File: src/rtl/uart_tx_fsm.sv
// uart_tx_fsm: UART transmit framing FSM (start bit, data via serializer, optional parity, stop bit)
// Ports: CLK rising-edge clock; RST asynchronous active-low reset;
//   P_DATA/Data_Valid word and strobe; PAR_EN/PAR_TYP parity enable and type (0 even, 1 odd);
//   Ser_Data/Ser_Done current bit and last-bit flag from the serializer;
//   Ser_En serializer shift enable; Busy frame in progress; TX_OUT serial line (idle high).
// Define UART_TX_PARITY_EN to build the PARITY state; without it PAR_EN/PAR_TYP are ignored.
module uart_tx_fsm #(
  parameter int WIDTH = 8
) (
  input  logic             CLK,
  input  logic             RST,
  input  logic [WIDTH-1:0] P_DATA,
  input  logic             Data_Valid,
  input  logic             PAR_EN,
  input  logic             PAR_TYP,
  input  logic             Ser_Data,
  input  logic             Ser_Done,
  output logic             Ser_En,
  output logic             Busy,
  output logic             TX_OUT
);
  localparam logic [2:0] IDLE  = 3'd0;
  localparam logic [2:0] START = 3'd1;
  localparam logic [2:0] DATA  = 3'd2;
  localparam logic [2:0] STOP  = 3'd3;
  logic [2:0] state, state_nxt, data_exit;
  logic is_par, par_bit;
`ifdef UART_TX_PARITY_EN
  localparam logic [2:0] PARITY = 3'd4;
  logic par_en_q, par_typ_q, par_x_q;
  // configuration and data parity are frozen at acceptance so mid-frame input changes are ignored
  always_ff @(posedge CLK or negedge RST)
    if (!RST) {par_en_q, par_typ_q, par_x_q} <= '0;
    else if (Data_Valid && !Busy) {par_en_q, par_typ_q, par_x_q} <= {PAR_EN, PAR_TYP, ^P_DATA};
  assign is_par = state == PARITY;
  assign par_bit = par_x_q ^ par_typ_q;
  assign data_exit = par_en_q ? PARITY : STOP;
`else
  logic unused_cfg;
  assign unused_cfg = ^{PAR_EN, PAR_TYP, P_DATA};
  assign is_par = 1'b0;
  assign par_bit = 1'b1;
  assign data_exit = STOP;
`endif
  // STOP and any unreachable encoding fall through to IDLE
  always_comb
    state_nxt = (state == IDLE)  ? (Data_Valid ? START : IDLE) :
                (state == START) ? DATA :
                (state == DATA)  ? (Ser_Done ? data_exit : DATA) :
                is_par           ? STOP : IDLE;
  always_ff @(posedge CLK or negedge RST)
    if (!RST) begin
      state <= IDLE;
      Busy  <= 1'b0;
    end else begin
      state <= state_nxt;
      Busy  <= state_nxt != IDLE;
    end
  assign Ser_En = state == DATA;
  always_comb
    TX_OUT = (state == START) ? 1'b0 :
             (state == DATA)  ? Ser_Data :
             is_par           ? par_bit : 1'b1;
endmodule

File: config.mk
export PLATFORM = sky130hd
export DESIGN_NAME = uart_tx_fsm
export DESIGN_NICKNAME = d
export VERILOG_FILES = /design/src/rtl/uart_tx_fsm.sv
export SDC_FILE = /design/constraint.sdc
export NUM_CORES = 1
export LEC_CHECK = 0
export ABC_AREA = 1
export CORE_AREA = 2 2 39 41
export CTS_CLUSTER_SIZE = 25
export DETAILED_ROUTE_END_ITERATION = 10
export DIE_AREA = 0 0 41 43
export PLACE_DENSITY_LB_ADDON = 0.25
export SETUP_SLACK_MARGIN = 0.15
export SLEW_MARGIN = 10
export SYNTH_ARGS = -nofsm -noshare
export SYNTH_HDL_FRONTEND = slang
export SYNTH_SLANG_ARGS = --single-unit
File: constraint.sdc
create_clock -name CLK -period 1 [get_ports CLK]
set_clock_uncertainty 0.1 [all_clocks]
set_input_delay 0.25 -clock CLK [delete_from_list [all_inputs] [get_ports CLK]]
set_output_delay 0.25 -clock CLK [all_outputs]
set_load 0.01 [all_outputs]
# Word level (Yosys, flattened, before mapping)
# Index checks and enable logic that the tools add are counted.
totals:
  reg_bits: 3
  in_bits: 15
  output_inout_bits: 3
  elab_cells: 13
classes:
  n_eq_ne: 2
  mux: 7
  n_reduce_logical: 2
ops:
  columns: ["operator", "count"]
  rows:
  - ["$mux W2", 3]
  - ["$mux W1", 4]
  - ["$logic_not A3 Y1", 1]
  - ["$reduce_bool A3 Y1", 1]
  - ["$eq A2 B1 Y1 const B", 1]
  - ["$eq A2 B2 Y1 const B", 1]

# Depth between registers and ports, before layout
# Gate-level depths: netlist of run 1.
depth:
  word_depth: 5
  mapped_depth: 6
  ltp_nobuf: 6

# Worst setup path after synthesis of run 1
# OpenSTA, ideal clock, no wires.
synth_path:
  path_type: "register -> output"
  from: "register state[0]"
  to: "output TX_OUT"
  arrival_ns: 0.871
  slack_ns: -0.221
  path_stages_with_launch: 4
  n_path_buf: 0
  path_cell_list: "dfrtp_1 inv_1 ha_1 a21oi_1"
synth_via:
  elab_chain_cells: 3
  word_cells_on_any_way: 4
  cone_classes: "eq/ne (2); mux (2)"
synth_lines:
  columns: ["item", "line_no", "text"]
  rows:
  - ["start, declared", "26", "logic [2:0] state, state_nxt, data_exit;"]
  - ["start signal, assigned", "56", "state <= state_nxt;"]
  - ["$eq A2 B2 Y1", null, null]
  - ["net Ser_En", "18", "output logic Ser_En,"]
  - ["$mux W1", "62", "(state == DATA) ? Ser_Data :"]
  - ["$mux W1", "61", "TX_OUT = (state == START) ? 1'b0 :"]
  - ["end, declared", "20", "output logic TX_OUT"]
# The timed path passes the listed nets, and every way through them passes these cells.

# Final worst setup path of run 1
layout_path:
  from: "register state[1]"
  to: "output TX_OUT"
layout_via:
  elab_chain_cells: 3
  word_cells_on_any_way: 4
  cone_classes: "eq/ne (2); mux (2)"
layout_lines:
  columns: ["item", "line_no"]
  rows:
  - ["$eq A2 B2 Y1", "62"]
  - ["$mux W1", "62"]
  - ["$mux W1 *", "61"]
# Every way passes the cells marked *; elsewhere a longest branch is shown, timed or not.

==> results of run 1 <==
## synth_stat cells
cell / n / area share, %
ha_1: 3 / 23
a21oi_1: 1 / 3.1
nand2_1: 4 / 9.4
nand3_1: 1 / 3.1
dfrtp_1: 3 / 47
nor2_1: 1 / 2.3
inv_1: 5 / 12
## per-layer routing
layer / share of wire [%] / wire length [um] / up-vias / GRT usage (%)
met3: 11 / 42 / 0 / 3.14
met2: 40 / 147 / 8 / 6.88
met5: 0 / 0 / - / 0
li1: - / - / 83 / -
met4: 0 / 0 / 0 / 6.00
met1: 49 / 180 / 63 / 5.52
## registers in the layout, indices dropped and copies added, names as in the netlist
register  cells
state         2
Busy          1
## layout make-up
cell class / instances / area share, %
Timing Repair Buffer: 11 / 30.5
Tap cell: 16 / 5.61
Inverter: 5 / 5.26
Multi-Input combinational cell: 10 / 30.2
Sequential cell: 3 / 21.1
Clock buffer: 4 / 7.37
## cells by family (layout without fill, tap and decap cells)
group                    count (synthesis)  after routing  synth area share, %
AO/OA/AOI/OAI                            1              1                 3.12
buffers and inverters                    5             20                 11.7
flip-flops                               3              3                 46.9
AND/OR/NAND/NOR                          6              6                 14.8
adder cells (fa/ha/maj)                  3              3                 23.4
## worst register-to-register path, stage by stage (launching register included)
cell     delay, ps
dfrtp_1        360
inv_2           70
buf_6          110
buf_6          100
buf_6          100
ha_4           150
nor2_1          80
nand2_1         80
nand3_1         70
## power groups by stage
stage	clock network [mW]	logic, mW	registers, mW
after CTS	0.223	0.627	0.223
after global routing	0.239	0.761	0.230
after global placement	0	0.512	0.220
after floorplan	0	0.291	0.228
final	0.210	0.688	0.226
after detailed placement	0	0.533	0.224
## per-stage QoR
stage | setup TNS (ps) | total power, mW | instance area, sq um | hold WS (ps)
3_3_place_gp | -1790 | 0.732 | 292 | 336
3_5_place_dp | -1890 | 0.757 | 292 | 345
6_report | -1550 | 1.12 | 357 | 100
5_1_grt | -1820 | 1.23 | 357 | 94.7
2_1_floorplan | -145 | 0.518 | 186 | -146
4_1_cts | -1320 | 1.07 | 339 | 95.4
## how the worst max path moves through the flow
stage,endpoint,from
floorplan,TX_OUT,state[1]$_DFF_PN0_
global placement,TX_OUT,Ser_Data
detailed placement,TX_OUT,Ser_Data
CTS,TX_OUT,state[1]$_DFF_PN0_
global route,TX_OUT,state[1]$_DFF_PN0_
finish,TX_OUT,state[1]$_DFF_PN0_
## timing repair
action	4_1_cts	5_1_grt
endpoints found under the setup margin	6	6
gates resized for setup	18	3
hold endpoints to repair	0	0
pin swaps	4	2
buffers inserted	1	1
==> results_dict.tcl, run 1 <==
set metrics [dict create \
    place_inst 43 \
    netlist_instances 18 \
    irDropWorstVdd_mv 0.902 \
    ys_seq_elements 3 \
    antenna_found_initial 0 \
    tightest_slew_ps 137 \
    h-tree-depth 1 \
    reg2reg_slack_ps -280 \
    finalWeightedCongestion 0.532 \
    power.share.switching_pct 34.4 \
    combPwrFrac_pct 61.2 \
    multi_input_area_sq_um 108 \
    drc 0 \
    max_stage_delay_ps 380 \
    coreArea_sq_mm 0.00138 \
    critical_path_required_ps 650 \
    p_switching_uw 387 \
    numPortBuffers 7 \
    finalHoldViolations 0 \
    syn_area_sq_um 160 \
    worstSetupStartpointType "flip-flop" \
    wl_per_cell_um 7.55 \
    ant_nets 0 \
    power_density_mw_per_mm2 3150 \
    maxSlewHeadroom_pct 90.8 \
    diodes 0 \
    p_int_uw 738 \
    cp_num_cells 4 \
    grt_pass1_vias 153 \
    clock-sinks 3 \
    cp_max_fo 2 \
    cts-root-buf "clkbuf_4" \
    r2r-start "state[0]$_DFF_PN0_" \
    dp_hpwl_um 267 \
    seqPwrFrac_pct 20.1 \
    ios 18 \
    violations "negative setup slack" \
    fillers 150 \
    initial_utilization_pct 11.6 \
    track_usage_pct 5.44 \
    r2r-end "Busy$_DFF_PN0_" \
    syn-num-nets 36 \
    clk_pin_slew_worst_paths_ps 40 \
    cp.arrival_ps 1080 \
    seqCellArea_sq_um 75.1 \
    utilization_pct 25.8 \
    drt_iter0_drc 0 \
    grt_max_degree 4 \
    crit_path_top_delay_cell "dfrtp_1" \
    ys_seq_area_share_pct 46.9 \
    vias 154 \
    reg2regPathDepth 8 \
    post-route-min-period_ps 1430 \
    instances_no_fill 49 \
    crit_buf_inv 2 \
    first_pass_iters 1 \
    die_width_um 41 \
    setup_viol 6 \
    hp-class "in2async" \
    cts_tree "yes" \
    grt_pass1_wl_um 558 \
    die_h_um 43 \
    clock.fmax_ghz 0.701 \
    p_clk_share_pct 18.7 \
    die_area_sq_mm 0.00176 \
    wl_um 370 \
    place_ws_ps -781 \
    criticalPathCategory "reg2out" \
    mostFrequentLayoutCells "5 x buf_6, 4 x clkdlybuf4s50_1" \
    rsz0062_at_grt "yes" \
    clk-insertion-delay-late_ps 230 \
    path_cells "inv_2 > ha_2 > a21oi_4 > buf_6" \
    overflow 0 \
    ctsHoldBuffers 0 \
    yosysUniqueCellTypes 7 \
    timing.final.crit_share_pct 143 \
    clockBufferDepth 2 \
    p_leak_nw 0.170 \
    viasPerCell 3.14 \
    cp_top_family "flip-flops" \
    final_nets 52 \
    slew_viol_final 0 \
    yosysWarnings 0 \
    layout-drive-gt1-share_pct 54.5 \
    setup_ws_ps -426 \
    end_kind "output pin" \
    maxCapViolations 0 \
    numCtsBuffers 3 \
    syn2layout_area_growth_pct 123 \
    status "complete, but fails checks" \
    fp-row-count 14 \
    avgSynthCellArea_sq_um 8.90 \
    layout_commonest_cell "buf_6" \
]
(Power assumes the default switching activity.)
==> run 2, diff against run 1 <==
--- a/config.mk
+++ b/config.mk
@@ -10,6 +10,7 @@
 export CTS_CLUSTER_SIZE = 25
 export DETAILED_ROUTE_END_ITERATION = 10
 export DIE_AREA = 0 0 41 43
+export GPL_ROUTABILITY_DRIVEN = 0
 export PLACE_DENSITY_LB_ADDON = 0.25
 export SETUP_SLACK_MARGIN = 0.15
 export SLEW_MARGIN = 10
==> results of run 2 <==
The final DEF is identical to that of run 1; final timing and power are the same.
==> run 3, diff against run 2 <==
--- a/config.mk
+++ b/config.mk
@@ -11,6 +11,7 @@
 export DETAILED_ROUTE_END_ITERATION = 10
 export DIE_AREA = 0 0 41 43
 export GPL_ROUTABILITY_DRIVEN = 0
+export GPL_TIMING_DRIVEN = 0
 export PLACE_DENSITY_LB_ADDON = 0.25
 export SETUP_SLACK_MARGIN = 0.15
 export SLEW_MARGIN = 10
==> constraint.sdc (replaced) <==
create_clock -name CLK -period 1 [get_ports CLK]
set_clock_uncertainty 0.1 [all_clocks]
set_input_delay 0.25 -clock CLK [delete_from_list [all_inputs] [get_ports CLK]]
set_output_delay 0.25 -clock CLK [all_outputs]
set_load 0.1 [all_outputs]
==> run 3 against run 2 <==
The flow still finishes with violations (negative setup slack). Die area is the same. Global-route usage is 1.6 points higher. Sequential cell count did not move. First-iteration DRC count rose by 3. Critical path type unchanged. Critical endpoint unchanged.
==> results_dict.tcl, run 3 (synthesized netlist as in run 1, its figures left out) <==
set metrics [dict create \
    status "complete, but fails checks" \
    fillers 145 \
    syn2layout_area_growth_pct 149 \
    drc 0 \
    maxCapViolations 0 \
    whs_ps 96.0 \
    cts_tree "yes" \
    viasPerCell 3.33 \
    hp-class "in2async" \
    coreArea_sq_mm 0.00138 \
    die_h_um 43 \
    clockBufferDepth 2 \
    worstSetupStartpointType "flip-flop" \
    overflow 0 \
    clock.fmax_ghz 0.642 \
    ctsHoldBuffers 0 \
    largest_register "state" \
    diodes 0 \
    final_nets 52 \
    layout-drive-gt1-share_pct 63.6 \
    wl_per_cell_um 8.94 \
    clock-sinks 3 \
    ant_nets 0 \
    numCtsBuffers 3 \
    wl_um 438 \
    clk_pin_slew_worst_paths_ps 40 \
    instances_no_fill 49 \
    grt_pass1_wl_um 703 \
    cp_top_family "flip-flops" \
    tightest_slew_ps 152 \
    grt_pass1_vias 173 \
    fp-row-count 14 \
    path_cells "inv_2 > ha_4 > a21oi_4 > buf_12" \
    ios 18 \
    h-tree-depth 1 \
    end_kind "output pin" \
    timing.final.crit_share_pct 156 \
    maxSlewHeadroom_pct 89.9 \
    rsz0062_at_grt "yes" \
    dp_hpwl_um 258 \
    crit_buf_inv 2 \
    max_stage_delay_ps 400 \
    antenna_found_initial 0 \
    die_width_um 41 \
    post-route-min-period_ps 1560 \
    cp.arrival_ps 1210 \
    grt_max_degree 4 \
    die_area_sq_mm 0.00176 \
    place_inst 41 \
    track_usage_pct 7.05 \
    criticalPathCategory "reg2out" \
    numPortBuffers 7 \
    crit_path_top_delay_cell "dfrtp_1" \
    reg_top3 "state x2, Busy x1" \
    clk-insertion-delay-late_ps 230 \
    largest_reg_flops 2 \
    setup_viol 6 \
    mostFrequentLayoutCells "4 x clkdlybuf4s50_1, 4 x buf_4" \
    finalHoldViolations 0 \
    critical_path_required_ps 650 \
    initial_utilization_pct 11.6 \
    first_pass_iters 2 \
    violations "negative setup slack" \
    cts-root-buf "clkbuf_4" \
    vias 163 \
    slew_viol_final 0 \
    cp_max_fo 2 \
    drt_iter0_drc 3 \
    setup_ws_ps -559 \
]
==> run 3: cell counts in the layout (fill, tap and decap cells not counted) <==
Identical to the previous run, type by type.
==> run 3: worst register-to-register path, stage by stage, from the launching register on <==
cell,delay [ps]
dfrtp_1,400
inv_2,70
ha_4,170
buf_4,120
buf_4,120
nand2_2,50
inv_2,30
nand2_2,70
nand3_2,60
==> run 3: what timing repair did <==
action                     CTS  global route
pin swaps                    2             1
cloned                       0             0
setup endpoints to repair    6             6
gates resized for setup     32             4
setup buffers                3             1
==> run 3: final cells by class <==
cell class | instances | area, sq um | area share [%]
inverter | 5 | 18.8 | 4.70
tap | 16 | 20.0 | 5.02
timing repair buffer | 11 | 130 | 32.6
clock buffer | 4 | 26.3 | 6.58
multi-input combinational | 10 | 125 | 31.3
sequential | 3 | 78.8 | 19.7
==> run 3: path summary, 6_finish.rpt <==
path / slack, ps / depth (start not counted) / start / to
setup / recovery: -560 / 4 / state[1]$_DFF_PN0_ / TX_OUT
hold / removal: 100 / 1 / RST / state[1]$_DFF_PN0_
setup reg to reg: -310 / 8 / state[0]$_DFF_PN0_ / Busy$_DFF_PN0_
hold reg to reg: 590 / 2 / state[1]$_DFF_PN0_ / state[1]$_DFF_PN0_
max in group asynchronous: 540 / 1 / RST / Busy$_DFF_PN0_
min in group CLK: 520 / 3 / Data_Valid / state[0]$_DFF_PN0_
==> run 3: routing by layer <==
layer | GRT usage (%) | up-vias | wire [um]
met5 | 0 | - | 0
met4 | 8.00 | 0 | 0
met3 | 5.24 | 0 | 49
met2 | 9.06 | 8 | 215
met1 | 6.17 | 73 | 173
li1 | - | 82 | -
==> run 3: through the flow <==
step | util [%] | TNS [ps] | instance area (sq um) | setup WS [ps]
3_5_place_dp | 20.1 | -3580 | 278 | -1400
5_1_grt | 28.8 | -2320 | 399 | -628
6_report | 28.8 | -1960 | 399 | -559
3_3_place_gp | 20.1 | -3470 | 278 | -1370
4_1_cts | 27.0 | -1800 | 374 | -566
2_1_floorplan | - | -1120 | 188 | -621
Power of run 3 is left out: the tool's default activity adds up to more than one toggle a clock period on the data nets, which glitch-free logic cannot reach.
